<file path="src/rtl/serial_subtractor_pkg.sv">
// Shared types and constants for the bit-serial subtractor.
// Holds the controller state encoding, the default operand width and
// a helper that sizes the bit counter for any operand width.
package serial_subtractor_pkg;

    // Operand width used when the parent does not override it.
    localparam int DEFAULT_WIDTH = 4;

    // Controller states: waiting for work, walking the bits, presenting a result.
    typedef enum logic [1:0] {
        IDLE  = 2'd0,
        SHIFT = 2'd1,
        DONE  = 2'd2
    } state_t;

    // The bit counter must index bits 0..width-1. A single-bit operand still
    // needs a one-bit counter so that the vector is never zero-width.
    function automatic int cnt_width(input int width);
        return (width > 1) ? $clog2(width) : 1;
    endfunction

endpackage

</file>
<file path="src/rtl/full_subtractor.sv">
// One-bit full subtractor: d = a - b - bin, bout set when the bit borrows.
// Purely combinational, zero latency.
// No flow control; the parent decides when the result is consumed.
module full_subtractor (
    input  logic a,
    input  logic b,
    input  logic bin,
    output logic d,
    output logic bout
);

    // Difference bit is the parity of the three inputs.
    assign d = a ^ b ^ bin;

    // Borrow when b exceeds a, or when they match and a borrow arrives.
    assign bout = (~a & b) | (~(a ^ b) & bin);

endmodule

</file>
<file path="src/rtl/serial_subtractor.sv">
// Bit-serial subtractor: diff = a - b - b_in, one bit per clock, LSB first.
// Latency: start accepted at edge k, result and done pulse after edge k+WIDTH.
// No backpressure: start is only honoured in IDLE and ignored otherwise.
module serial_subtractor
    import serial_subtractor_pkg::*;
#(
    parameter int WIDTH = DEFAULT_WIDTH
) (
    input  logic             clk,
    input  logic             rst,
    input  logic             start,
    input  logic [WIDTH-1:0] a,
    input  logic [WIDTH-1:0] b,
    input  logic             b_in,
    output logic [WIDTH-1:0] diff,
    output logic             b_out,
    output logic             ovf,
    output logic             busy,
    output logic             done
);

    localparam int             CW   = cnt_width(WIDTH);
    localparam int             MSB  = WIDTH - 1;
    localparam logic [CW-1:0]  LAST = CW'(WIDTH - 1);

    state_t           state;
    state_t           state_nx;

    // Operands captured at start; they are indexed, never shifted, so the
    // sign bits stay available for the overflow decision on the last bit.
    logic [WIDTH-1:0] a_q;
    logic [WIDTH-1:0] b_q;
    logic             br_q;
    logic [CW-1:0]    cnt;

    // Private accumulator for difference bits; the visible diff port only
    // changes once the whole word is known.
    logic [WIDTH-1:0] d_acc;
    logic [WIDTH-1:0] d_full;

    logic             bit_a;
    logic             bit_b;
    logic             bit_d;
    logic             bit_bout;
    logic             last_bit;

    assign bit_a    = a_q[cnt];
    assign bit_b    = b_q[cnt];
    assign last_bit = (cnt == LAST);

    // The single shared bit slice, fed a new bit pair every SHIFT cycle.
    full_subtractor u_fs (
        .a    (bit_a),
        .b    (bit_b),
        .bin  (br_q),
        .d    (bit_d),
        .bout (bit_bout)
    );

    // Accumulated difference with the current bit merged in.
    always_comb begin
        d_full      = d_acc;
        d_full[cnt] = bit_d;
    end

    // State register; reset wins over everything, including an in-flight word.
    always_ff @(posedge clk) begin
        if (rst) begin
            state <= IDLE;
        end else begin
            state <= state_nx;
        end
    end

    // Next-state decode and status outputs, both derived from the state alone.
    always_comb begin
        state_nx = state;
        busy     = 1'b0;
        done     = 1'b0;
        case (state)
            IDLE: begin
                if (start) begin
                    state_nx = SHIFT;
                end
            end
            SHIFT: begin
                busy = 1'b1;
                if (last_bit) begin
                    state_nx = DONE;
                end
            end
            DONE: begin
                done     = 1'b1;
                state_nx = IDLE;
            end
            default: begin
                state_nx = IDLE;
            end
        endcase
    end

    // Operand capture, bit-serial datapath and result publication.
    always_ff @(posedge clk) begin
        if (rst) begin
            a_q   <= '0;
            b_q   <= '0;
            br_q  <= 1'b0;
            cnt   <= '0;
            d_acc <= '0;
            diff  <= '0;
            b_out <= 1'b0;
            ovf   <= 1'b0;
        end else begin
            case (state)
                IDLE: begin
                    if (start) begin
                        a_q   <= a;
                        b_q   <= b;
                        br_q  <= b_in;
                        cnt   <= '0;
                        d_acc <= '0;
                    end
                end
                SHIFT: begin
                    d_acc <= d_full;
                    br_q  <= bit_bout;
                    cnt   <= cnt + CW'(1);
                    if (last_bit) begin
                        cnt   <= '0;
                        diff  <= d_full;
                        b_out <= bit_bout;
                        // Overflow only when operand signs differ and the
                        // result sign departs from the minuend sign.
                        ovf   <= (a_q[MSB] != b_q[MSB]) && (bit_d != a_q[MSB]);
                    end
                end
                default: begin
                end
            endcase
        end
    end

endmodule

</file>
<file path="config.mk">
export PLATFORM = sky130hd
export DESIGN_NAME = serial_subtractor
export DESIGN_NICKNAME = d
export VERILOG_FILES = /design/src/rtl/serial_subtractor_pkg.sv /design/src/rtl/full_subtractor.sv /design/src/rtl/serial_subtractor.sv
export SDC_FILE = /design/constraint.sdc
export NUM_CORES = 1
export LEC_CHECK = 0
export BUFFER_PORTS_ARGS = -buffer_cell sky130_fd_sc_hd__buf_2
export CAP_MARGIN = 10
export CORE_ASPECT_RATIO = 0.75
export CORE_MARGIN = 2
export CORE_UTILIZATION = 53
export CTS_CLUSTER_DIAMETER = 40
export DETAILED_ROUTE_END_ITERATION = 12
export GPL_TIMING_DRIVEN = 0
export PLACE_DENSITY = 0.83
export SKIP_CTS_REPAIR_TIMING = 1
export SLEW_MARGIN = 10
export SYNTH_ARGS = -nofsm -noshare
export SYNTH_HDL_FRONTEND = slang
export SYNTH_SLANG_ARGS = --single-unit
</file>
<file path="constraint.sdc">
create_clock -name clk -period 2.75 [get_ports clk]
set_input_delay 0.6875 -clock clk [delete_from_list [all_inputs] [get_ports clk]]
set_output_delay 0.6875 -clock clk [all_outputs]
set_load 0.1 [all_outputs]
</file>
[Yosys cells after proc, flatten, opt, wreduce, memory -nomap -nowiden]
Cells that the tools add are included.
Storage, ports and cells
  register bits after elaboration: 23
  input bits: 12
  output and inout bits: 8
  logic and storage cells: 53
Cells by class
  add/sub/neg operators: 1
  magnitude comparators: 2
  eq/ne operators: 7
  mux-type cells: 19
  bitwise operators: 7
  reduce and logical (&&, ||, !) cells: 8
Operators with widths (count)
  2-bit two-way mux: 4
  2-bit case mux with 2 select lines: 2
  4-bit case mux with 2 select lines: 1
  2-bit AND reduction: 4
  1-bit two-way mux: 6
  1-bit binary-select mux with 2-bit select: 2
  4-bit bitwise mux: 1
  2-bit == test (second input constant): 2
  4-bit two-way mux: 1
  2-bit inequality test (second input constant): 2
  2-bit by 3-bit < comparator with 1-bit output (second input constant): 1
  2-bit by 1-bit adder with 2-bit output (second input constant): 1
  1-bit AND: 2
  1-bit demux with 2-bit select: 1
  2-bit by 1-bit == test with 1-bit output (second input constant): 1
  2-bit by 1-bit >= comparator with 1-bit output (second input constant): 1
  1-bit logical AND: 2
  2-bit logical NOT: 1
  1-bit inequality test: 2
  1-bit NOT: 2
  1-bit case mux with 2 select lines: 1
  2-bit nonzero test: 1
  1-bit bitwise XOR: 2
  1-bit OR: 1

[Depth between registers and ports, before layout]
Gate-level depths: netlist of the first run.
  depth after elaboration: 7
  depth in mapped cells: 6
  depth with buffers taken out: 6

[Cells and area by module]
Synthesis of the first run repeated with hierarchy kept, for this count alone.
Second synthesis, totals
  cells, all modules: 108
  area total of the unflattened synthesis: 1059.8 µm²
Modules (own cells, without submodules)
  serial_subtractor: instances 1, cells each 104, area an instance 1028.5 µm², sequential area each 440.4 µm²
  full_subtractor: instances 1, cells each 4, area an instance 31.3 µm², sequential area each 0.0 µm²

[Least setup slack after synthesis of the first run]
Ideal clock, no wire load.
  kind: reg2out
  start: reg state[1]
  end: out done
  data arrival time: 1786 ps
  required time: 2062 ps
  path slack: 277 ps
  cell stages (with the launch flop): 3
  buffers on the path: 1
  cell sequence: dfxtp_1 -> buf_6 -> nor2b_1
Between the ends
  word-level cells in the longest chain between the ends: 2
Ends and longest elaborated chain
  from (decl): RTL line serial_subtractor.sv:26  | state_t state;
  from (signal assigned): RTL line serial_subtractor.sv:71  | state <= state_nx;
  2-bit == test: RTL line serial_subtractor.sv:80  | case (state)
  1-bit two-way mux: RTL line serial_subtractor.sv:80
  to (decl): RTL line serial_subtractor.sv:19  | output logic done
No other way between the ends.

[Worst setup path after layout of the first run]
  start: reg cnt[0]
  end: reg ovf
Between the ends
  word-level cells in the longest chain between the ends: 6
  elaborated cells between the ends (all ways): 10
  those cells by class: eq/ne (2); mux (4); bitwise (2); reduce/logical (2)
Ends and longest elaborated chain
  from (decl): RTL line serial_subtractor.sv:34  | logic [CW-1:0] cnt;
  from (signal assigned): RTL line serial_subtractor.sv:127  | cnt <= cnt + CW'(1);
  1-bit binary-select mux with 2-bit select (on tied branches): RTL line serial_subtractor.sv:47, serial_subtractor.sv:48
  1-bit two-way mux (on tied branches): RTL line serial_subtractor.sv:47, serial_subtractor.sv:48
  1-bit bitwise XOR (2 in a row): RTL line full_subtractor.sv:13  | assign d = a ^ b ^ bin;
  1-bit inequality test: RTL line serial_subtractor.sv:134  | ovf <= (a_q[MSB] != b_q[MSB]) && (bit_d != a_q[MSB]);
  1-bit logical AND: RTL line serial_subtractor.sv:134
  to (signal assigned): RTL line serial_subtractor.sv:134
  to (decl): RTL line serial_subtractor.sv:17  | output logic ovf,
Parallel ways exist; a longest one is shown, timed or not. The select of a mux whose other input is x is not followed.
A chain may end at the register's enable or synchronous reset.

==> flow_summary.ini, run 1 <==
[outcome]
status = finished, final reports clean

[clock_network]
cts_sinks = 22
clk_latency_ps = 300
cts-htree-levels = 1
tritoncts = built
cts_buffers = 3
clkSlewWorstSetupHoldPaths_ps = 120
cts.path.max_buffers = 2
root_buffer = clkbuf_4

[power_and_ir_drop]
p_leak_nw = 0.518
switching_power_uw = 172
finalPower_uw = 639
peakVddDrop_v = 0.000454
p_int_uw = 467
comb_power_share_pct = 19.4
clkPwrFrac_pct = 27.2
seq_power_share_pct = 53.4
power.density_nw_per_um2 = 516
swShare_pct = 26.9

[timing]
tightest_slew_ps = 525
post-route-period-util_pct = 85.2
finalHoldViolCount = 0
slew_headroom_pct = 65.0
rsz0062_at_grt = no
finalSetupViolations = 0
hold_slack_ps = 487
finalClockSkew_ps = 1.98
setup_ws_ps = 406
period_minus_slack_ps = 2340
slew_viol_final = 0
clock.fmax_ghz = 0.427
tns_ps = 0

[worst_setup_path]
crit_required_ps = 2970
critPathKind = register to register
startpoint_type = register
slowest_stage = mux4_2
critical_path_arrival_ps = 2570
path_cells = mux4_2 > inv_1 > fa_1 > buf_6 > or3b_1 > a311oi_1
crit_fanout = 9
slowest_delay_ps = 530
cp-end-kind = register

[finish]
final_cell_mix = 22 x dfxtp_1, 19 x buf_2, 16 x nor2_1
multi_input_area_um2 = 554
final_nets = 147
seqCellArea_um2 = 440
fill_cells = 175
areaGrowthSynthToFinish_pct = 15.0
n_antenna_cell = 0
drive_gt1_share_pct = 29.5
layout.cells.most_common = dfxtp_1

[routing]
vias = 823
drtIter0Drc = 13
vias_per_cell = 5.38
routed_wirelength_um = 2030
drtPass1Iterations = 4
drc_errors = 0
ant_nets = 0
wl_per_cell_um = 13.3

[floorplan]
core_um2 = 1960
io_pins = 20
die_area_um2 = 2410
die_w_um = 56.0
die_h_um = 43.0
initial_core_util_pct = 54.8
rows = 14

[placement]
numPortBuffers = 19
place_congestion = 0.747
dp_slack_ps = 402
dp_hpwl_um = 1510

[synth]
synth_cells = 106
synth_edf_count = 0
ys.flop_type = dfxtp_1
yosysTopAreaCell = dfxtp_1
syn-cell-area_um2 = 1080
synth-seq-cells = 22
ys_types = 29
yosys-top-cells-area = dfxtp_1 41%, mux2i_1 11%, nor2_1 5.6%
synth-seq-area-share_pct = 40.9
yosys_warnings = 0
synth_nets = 123
netlist.area_leader.share_pct = 40.9
postSynthAreaPerCell_um2 = 10.2
ys_async_sr_fraction_pct = 0

[global_route]
grt_max_degree = 13
grt_pass1_vias = 829
grt_pass1_wl_um = 3680
grt_antenna_before_repair = 0
grt_overflow = 0
grt_use_total_pct = 19.8

[job]
max_cap_violations = 0

[hold_path]
hold_class = register to register
power groups by stage:
stage / Clock, mW / Sequential, mW / Combinational [mW]
floorplan: 0 / 0.347 / 0.0949
global placement: 0 / 0.348 / 0.119
detailed placement: 0 / 0.349 / 0.124
CTS: 0.181 / 0.342 / 0.124
global route: 0.195 / 0.344 / 0.136
finish: 0.174 / 0.341 / 0.124
stage by stage:
stage / area [µm²] / cells / util (%)
global route: 1240 / 153 / 63.1
CTS: 1240 / 153 / 63.1
global placement: 1200 / 149 / 61.2
floorplan: 1080 / 106 / -
finish: 1240 / 153 / 63.1
detailed placement: 1200 / 149 / 61.2
layout make-up:
class                           count  share of cell area [%]
Inverter                            6                    2.02
Tap cell                           24                    2.43
Multi-Input combinational cell     71                    44.8
Clock buffer                        4                    2.93
Sequential cell                    22                    35.6
Buffer                              7                    4.55
Timing Repair Buffer               19                    7.68
registers in the layout, summed over array words and instances (netlist names):
register	flops
a_q	4
b_q	4
diff	4
d_acc	3
cnt	2
state	2
b_out	1
br_q	1
ovf	1
worst max-delay path: cells and delay by family, from the launching register on:
| kind | cells | cell delay (ps) |
|---|---|---|
| multiplexers | 1 | 530 |
| flip-flops | 1 | 470 |
| adder cells (fa/ha/maj) | 1 | 420 |
| AND/OR/NAND/NOR | 1 | 340 |
| AO/OA/AOI/OAI | 1 | 250 |
| buffers and inverters | 2 | 240 |
metal layers:
metal | routed length (µm) | GRT usage [%]
met1 | 957 | 26.0
met2 | 956 | 32.0
met3 | 102 | 6.40
met4 | 14 | 4.29
met5 | 0 | 0
cells in the mapped netlist, drive strengths merged (2+ instances only):
cell / count
a21oi: 6
mux4: 2
clkbuf: 2
inv: 6
nor3b: 5
nand2: 3
nor2: 16
a211oi: 5
o21ai: 4
buf: 5
ha: 4
nand3: 3
or3b: 2
dfxtp: 22
mux2i: 12
worst paths after layout:
path                 start        to  slack [ps]  cells after the start
setup / recovery    cnt[0]       ovf         410                      6
hold / removal    d_acc[1]  d_acc[1]         490                      2
setup reg to reg    cnt[0]       ovf         410                      6
hold reg to reg   d_acc[1]  d_acc[1]         490                      2
cells by family after synthesis:
family / count (synthesis) / synth area share [%]
multiplexers: 14 / 15.3
adder cells (fa/ha/maj): 5 / 6.51
buffers and inverters: 13 / 7.56
AO/OA/AOI/OAI: 17 / 11.9
AND/OR/NAND/NOR: 35 / 17.8
flip-flops: 22 / 40.9
No activity file was read; power rests on OpenSTA's default activity.
==> run 2: changes to the inputs <==
- CORE_ASPECT_RATIO: 0.75 -> not set
==> run 2 against run 1 <==
Die area is 0.15% lower. Power is 4.1% lower. Highest routed layer unchanged. Register-to-register slack hardly changed. Global-route usage is 0.12 points lower. Routed wire length is 1.1% lower. Sequential share of layout area is 0.29 points higher.
==> flow_summary.ini, run 2 (synthesized netlist as in run 1, its figures left out) <==
[floorplan]
rows = 16
die_area_um2 = 2410
io_pins = 20
die_w_um = 49.1
die_h_um = 49.1
core_um2 = 1940
initial_core_util_pct = 55.4

[timing]
clock.fmax_ghz = 0.426
finalSetupViolations = 0
rsz0062_at_grt = no
slew_viol_final = 0
tightest_slew_ps = 512
finalHoldViolCount = 0
setup_ws_ps = 403
period_minus_slack_ps = 2350
finalClockSkew_ps = 3.53
tns_ps = 0
post-route-period-util_pct = 85.3
slew_headroom_pct = 65.9

[routing]
drc_errors = 0
ant_nets = 0
drtPass1Iterations = 4
vias = 805
vias_per_cell = 5.19
routed_wirelength_um = 2010
drtIter0Drc = 9
wl_per_cell_um = 12.9

[global_route]
grt_max_degree = 12
grt_pass1_vias = 794
grt_use_total_pct = 19.7
grt_pass1_wl_um = 3590
grt_overflow = 0
grt_antenna_before_repair = 0

[job]
max_cap_violations = 0

[clock_network]
cts_sinks = 22
clk_latency_ps = 310
clkSlewWorstSetupHoldPaths_ps = 120
root_buffer = clkbuf_4
cts_buffers = 3
cts.path.max_buffers = 2
cts-htree-levels = 1
tritoncts = built

[finish]
final_nets = 147
largestRegisters = a_q x4, b_q x4, diff x4
areaGrowthSynthToFinish_pct = 14.1
n_antenna_cell = 0
layout.cells.most_common = dfxtp_1
drive_gt1_share_pct = 28.9
fin_util_pct = 63.2
final_cell_mix = 22 x dfxtp_1, 19 x buf_2, 16 x nor2_1

[power_and_ir_drop]
p_leak_nw = 0.510
power.density_nw_per_um2 = 499
peakVddDrop_v = 0.000364

[outcome]
status = finished, final reports clean

[placement]
numPortBuffers = 19
place_congestion = 0.752
dp_slack_ps = 406
dp_hpwl_um = 1470

[worst_setup_path]
crit_fanout = 9
rrSetupSlack_ps = 400
crit_required_ps = 2990
critical_path_arrival_ps = 2580
startpoint_type = register
cp-end-kind = register
critPathKind = register to register

[hold_path]
hold_class = register to register
[run 2: changes by cell type in the layout (fill, tap and decap cells not counted)]
cell      change
clkbuf_8      -1
[run 2: where the power goes]
| group | internal (mW) | total, mW | switching (mW) | leakage [nW] |
|---|---|---|---|---|
| Clock | 0.0513 | 0.149 | 0.0976 | 0.0138 |
| Sequential | 0.332 | 0.341 | 0.00927 | 0.179 |
| Combinational | 0.0540 | 0.122 | 0.0681 | 0.317 |
| Total | 0.438 | 0.612 | 0.175 | 0.510 |
[run 2: per-stage QoR]
stage	hold slack (ps)	cell area, µm²	power (mW)	cells
6_report	487	1230	0.612	155
5_1_grt	518	1230	0.642	155
4_1_cts	490	1230	0.618	155
3_5_place_dp	471	1200	0.471	152
3_3_place_gp	459	1200	0.466	152
2_1_floorplan	453	1080	0.442	106
[run 2: final timing paths]
| path | from | depth (start not counted) | to |
|---|---|---|---|
| setup / recovery | cnt[0] | 6 | ovf |
| setup reg to reg | cnt[0] | 6 | ovf |
| hold / removal | diff[3] | 2 | diff[3] |
| hold reg to reg | diff[3] | 2 | diff[3] |
[run 2: final cells by class]
type                            count  area [µm²]
Multi-Input combinational cell     71         554
Tap cell                           27        33.8
Clock buffer                        3        22.5
Inverter                            6        25.0
Buffer                              7        56.3
Sequential cell                    22         440
Timing Repair Buffer               19        95.1
Fill cell                         177         714
[run 2: critical path, stage by stage (launching register included)]
cell and delay (ps):
dfxtp_1 480, mux4_2 540, inv_1 90, fa_1 420, buf_6 150, or3b_1 340
a311oi_1 250
[run 2: routing by layer]
layer,up-vias,part of all wire [%],global-route usage (%)
li1,413,-,-
met4,0,2.6,10.0
met3,5,3.6,3.07
met1,369,48,24.2
met2,18,46,33.1
met5,-,0,0
==> run 3: changes to the inputs <==
- CORE_UTILIZATION: 53 -> 56
- CTS_BUF_LIST: not set -> sky130_fd_sc_hd__clkbuf_2
- PLACE_DENSITY: 0.83 -> 0.86
==> run 3 against run 2 <==
Final area grew 1.6%. Clock skew increased by 11 ps. Global-route usage grew 3.0 points. Highest routed layer unchanged. Die area fell by 4.9%. Critical endpoint unchanged. Critical path type unchanged. Power increased by 13%. First-iteration DRC count is 89% higher.
==> flow_summary.ini, run 3 (synthesized netlist as in run 1, its figures left out) <==
[outcome]
status = finished, final reports clean

[worst_setup_path]
slowest_stage = mux4_2
slowest_delay_ps = 540
cp_num_buf_inv = 2
crit_fanout = 9
critical_path_arrival_ps = 2630
cp-end-kind = register
path_cells = mux4_2 > inv_1 > fa_1 > buf_6 > or3b_1 > a311oi_1
critPathKind = register to register
cpLargestDelayFamily = multiplexers
startpoint_type = register
crit_required_ps = 3010

[placement]
numPortBuffers = 19
placed_cells = 150
place_congestion = 0.801
dp_hpwl_um = 1620

[clock_network]
clkSlewWorstSetupHoldPaths_ps = 220
tritoncts = built
clk_latency_ps = 340
cts_sinks = 22
root_buffer = clkbuf_2
cts_buffers = 3
cts-htree-levels = 1
cts.path.max_buffers = 2

[finish]
drive_gt1_share_pct = 29.5
areaGrowthSynthToFinish_pct = 15.9
largestRegisters = a_q x4, b_q x4, diff x4
final_cell_mix = 22 x dfxtp_1, 19 x buf_2, 16 x nor2_1
layout.cells.most_common = dfxtp_1
layout.cells.non_filler = 154
n_antenna_cell = 0
final_nets = 147

[routing]
drtPass1Iterations = 4
routed_wirelength_um = 2100
vias_per_cell = 5.40
drtIter0Drc = 17
drc_errors = 0
vias = 832
wl_per_cell_um = 13.7
ant_nets = 0

[power_and_ir_drop]
p_leak_nw = 0.523
switching_power_uw = 180
p_int_uw = 513
power.density_nw_per_um2 = 555
comb_power_share_pct = 17.9
swShare_pct = 26.0
peakVddDrop_v = 0.000395
clkPwrFrac_pct = 32.7
seq_power_share_pct = 49.4
finalPower_uw = 692

[timing]
clock.fmax_ghz = 0.421
slew_headroom_pct = 67.7
rsz0062_at_grt = no
slew_viol_final = 0
finalClockSkew_ps = 14.1
tns_ps = 0
finalSetupViolations = 0
post-route-period-util_pct = 86.3
finalHoldViolCount = 0
tightest_slew_ps = 484
period_minus_slack_ps = 2370

[floorplan]
core_um2 = 1760
io_pins = 20
initial_core_util_pct = 61.0
die_area_um2 = 2290
die_h_um = 47.8
rows = 15
die_w_um = 47.8

[job]
max_cap_violations = 0

[global_route]
grt_max_degree = 14
grt_antenna_before_repair = 0
grt_pass1_wl_um = 3570
grt_use_total_pct = 22.6
grt_pass1_vias = 816
grt_overflow = 0

[hold_path]
hold_class = register to register
-- run 3: power groups by stage --
stage	clock network, mW	logic [mW]	registers [mW]
after floorplan	0	0.0949	0.347
after global placement	0	0.118	0.348
after detailed placement	0	0.124	0.349
after CTS	0.226	0.124	0.342
after global routing	0.239	0.136	0.344
final	0.227	0.124	0.342
-- run 3: per-stage QoR --
stage	instance area, µm²	setup slack (ps)	util, %	hold WS (ps)
after floorplan	1080	277	-	453
after global placement	1200	471	68.2	461
after detailed placement	1200	429	68.2	472
after CTS	1250	363	70.7	497
after global routing	1250	269	70.7	530
final	1250	376	70.7	501
-- run 3: layout make-up --
cell class | instances | area, µm²
clock inverters | 1 | 30.0
flip-flops and latches | 22 | 440
clock buffers | 3 | 15.0
plain buffers | 7 | 56.3
fillers | 170 | 517
well taps | 25 | 31.3
inverters | 6 | 25.0
repair buffers | 19 | 95.1
multi-input cells | 71 | 554
-- run 3: metal layers --
| metal | GRT usage (%) | share of wire [%] | vias to the layer above | wire length (µm) |
|---|---|---|---|---|
| met5 | 0 | 0 | - | 0 |
| met4 | 6.49 | 0.76 | 0 | 16 |
| met3 | 4.53 | 3.9 | 2 | 82 |
| li1 | - | - | 412 | - |
| met1 | 26.7 | 44 | 400 | 934 |
| met2 | 41.1 | 51 | 18 | 1070 |
-- run 3: worst paths after layout --
path	start	to	slack, ps	cells after the start
setup / recovery	cnt[0]	ovf	380	6
hold reg to reg	d_acc[1]	d_acc[1]	500	2
setup reg to reg	cnt[0]	ovf	380	6
hold / removal	d_acc[1]	d_acc[1]	500	2
-- run 3: worst register-to-register path, cell delays in order (launching register included) --
cell      delay, ps
dfxtp_1         500
mux4_2          540
inv_1            80
fa_1            420
buf_6           150
or3b_1          340
a311oi_1        250
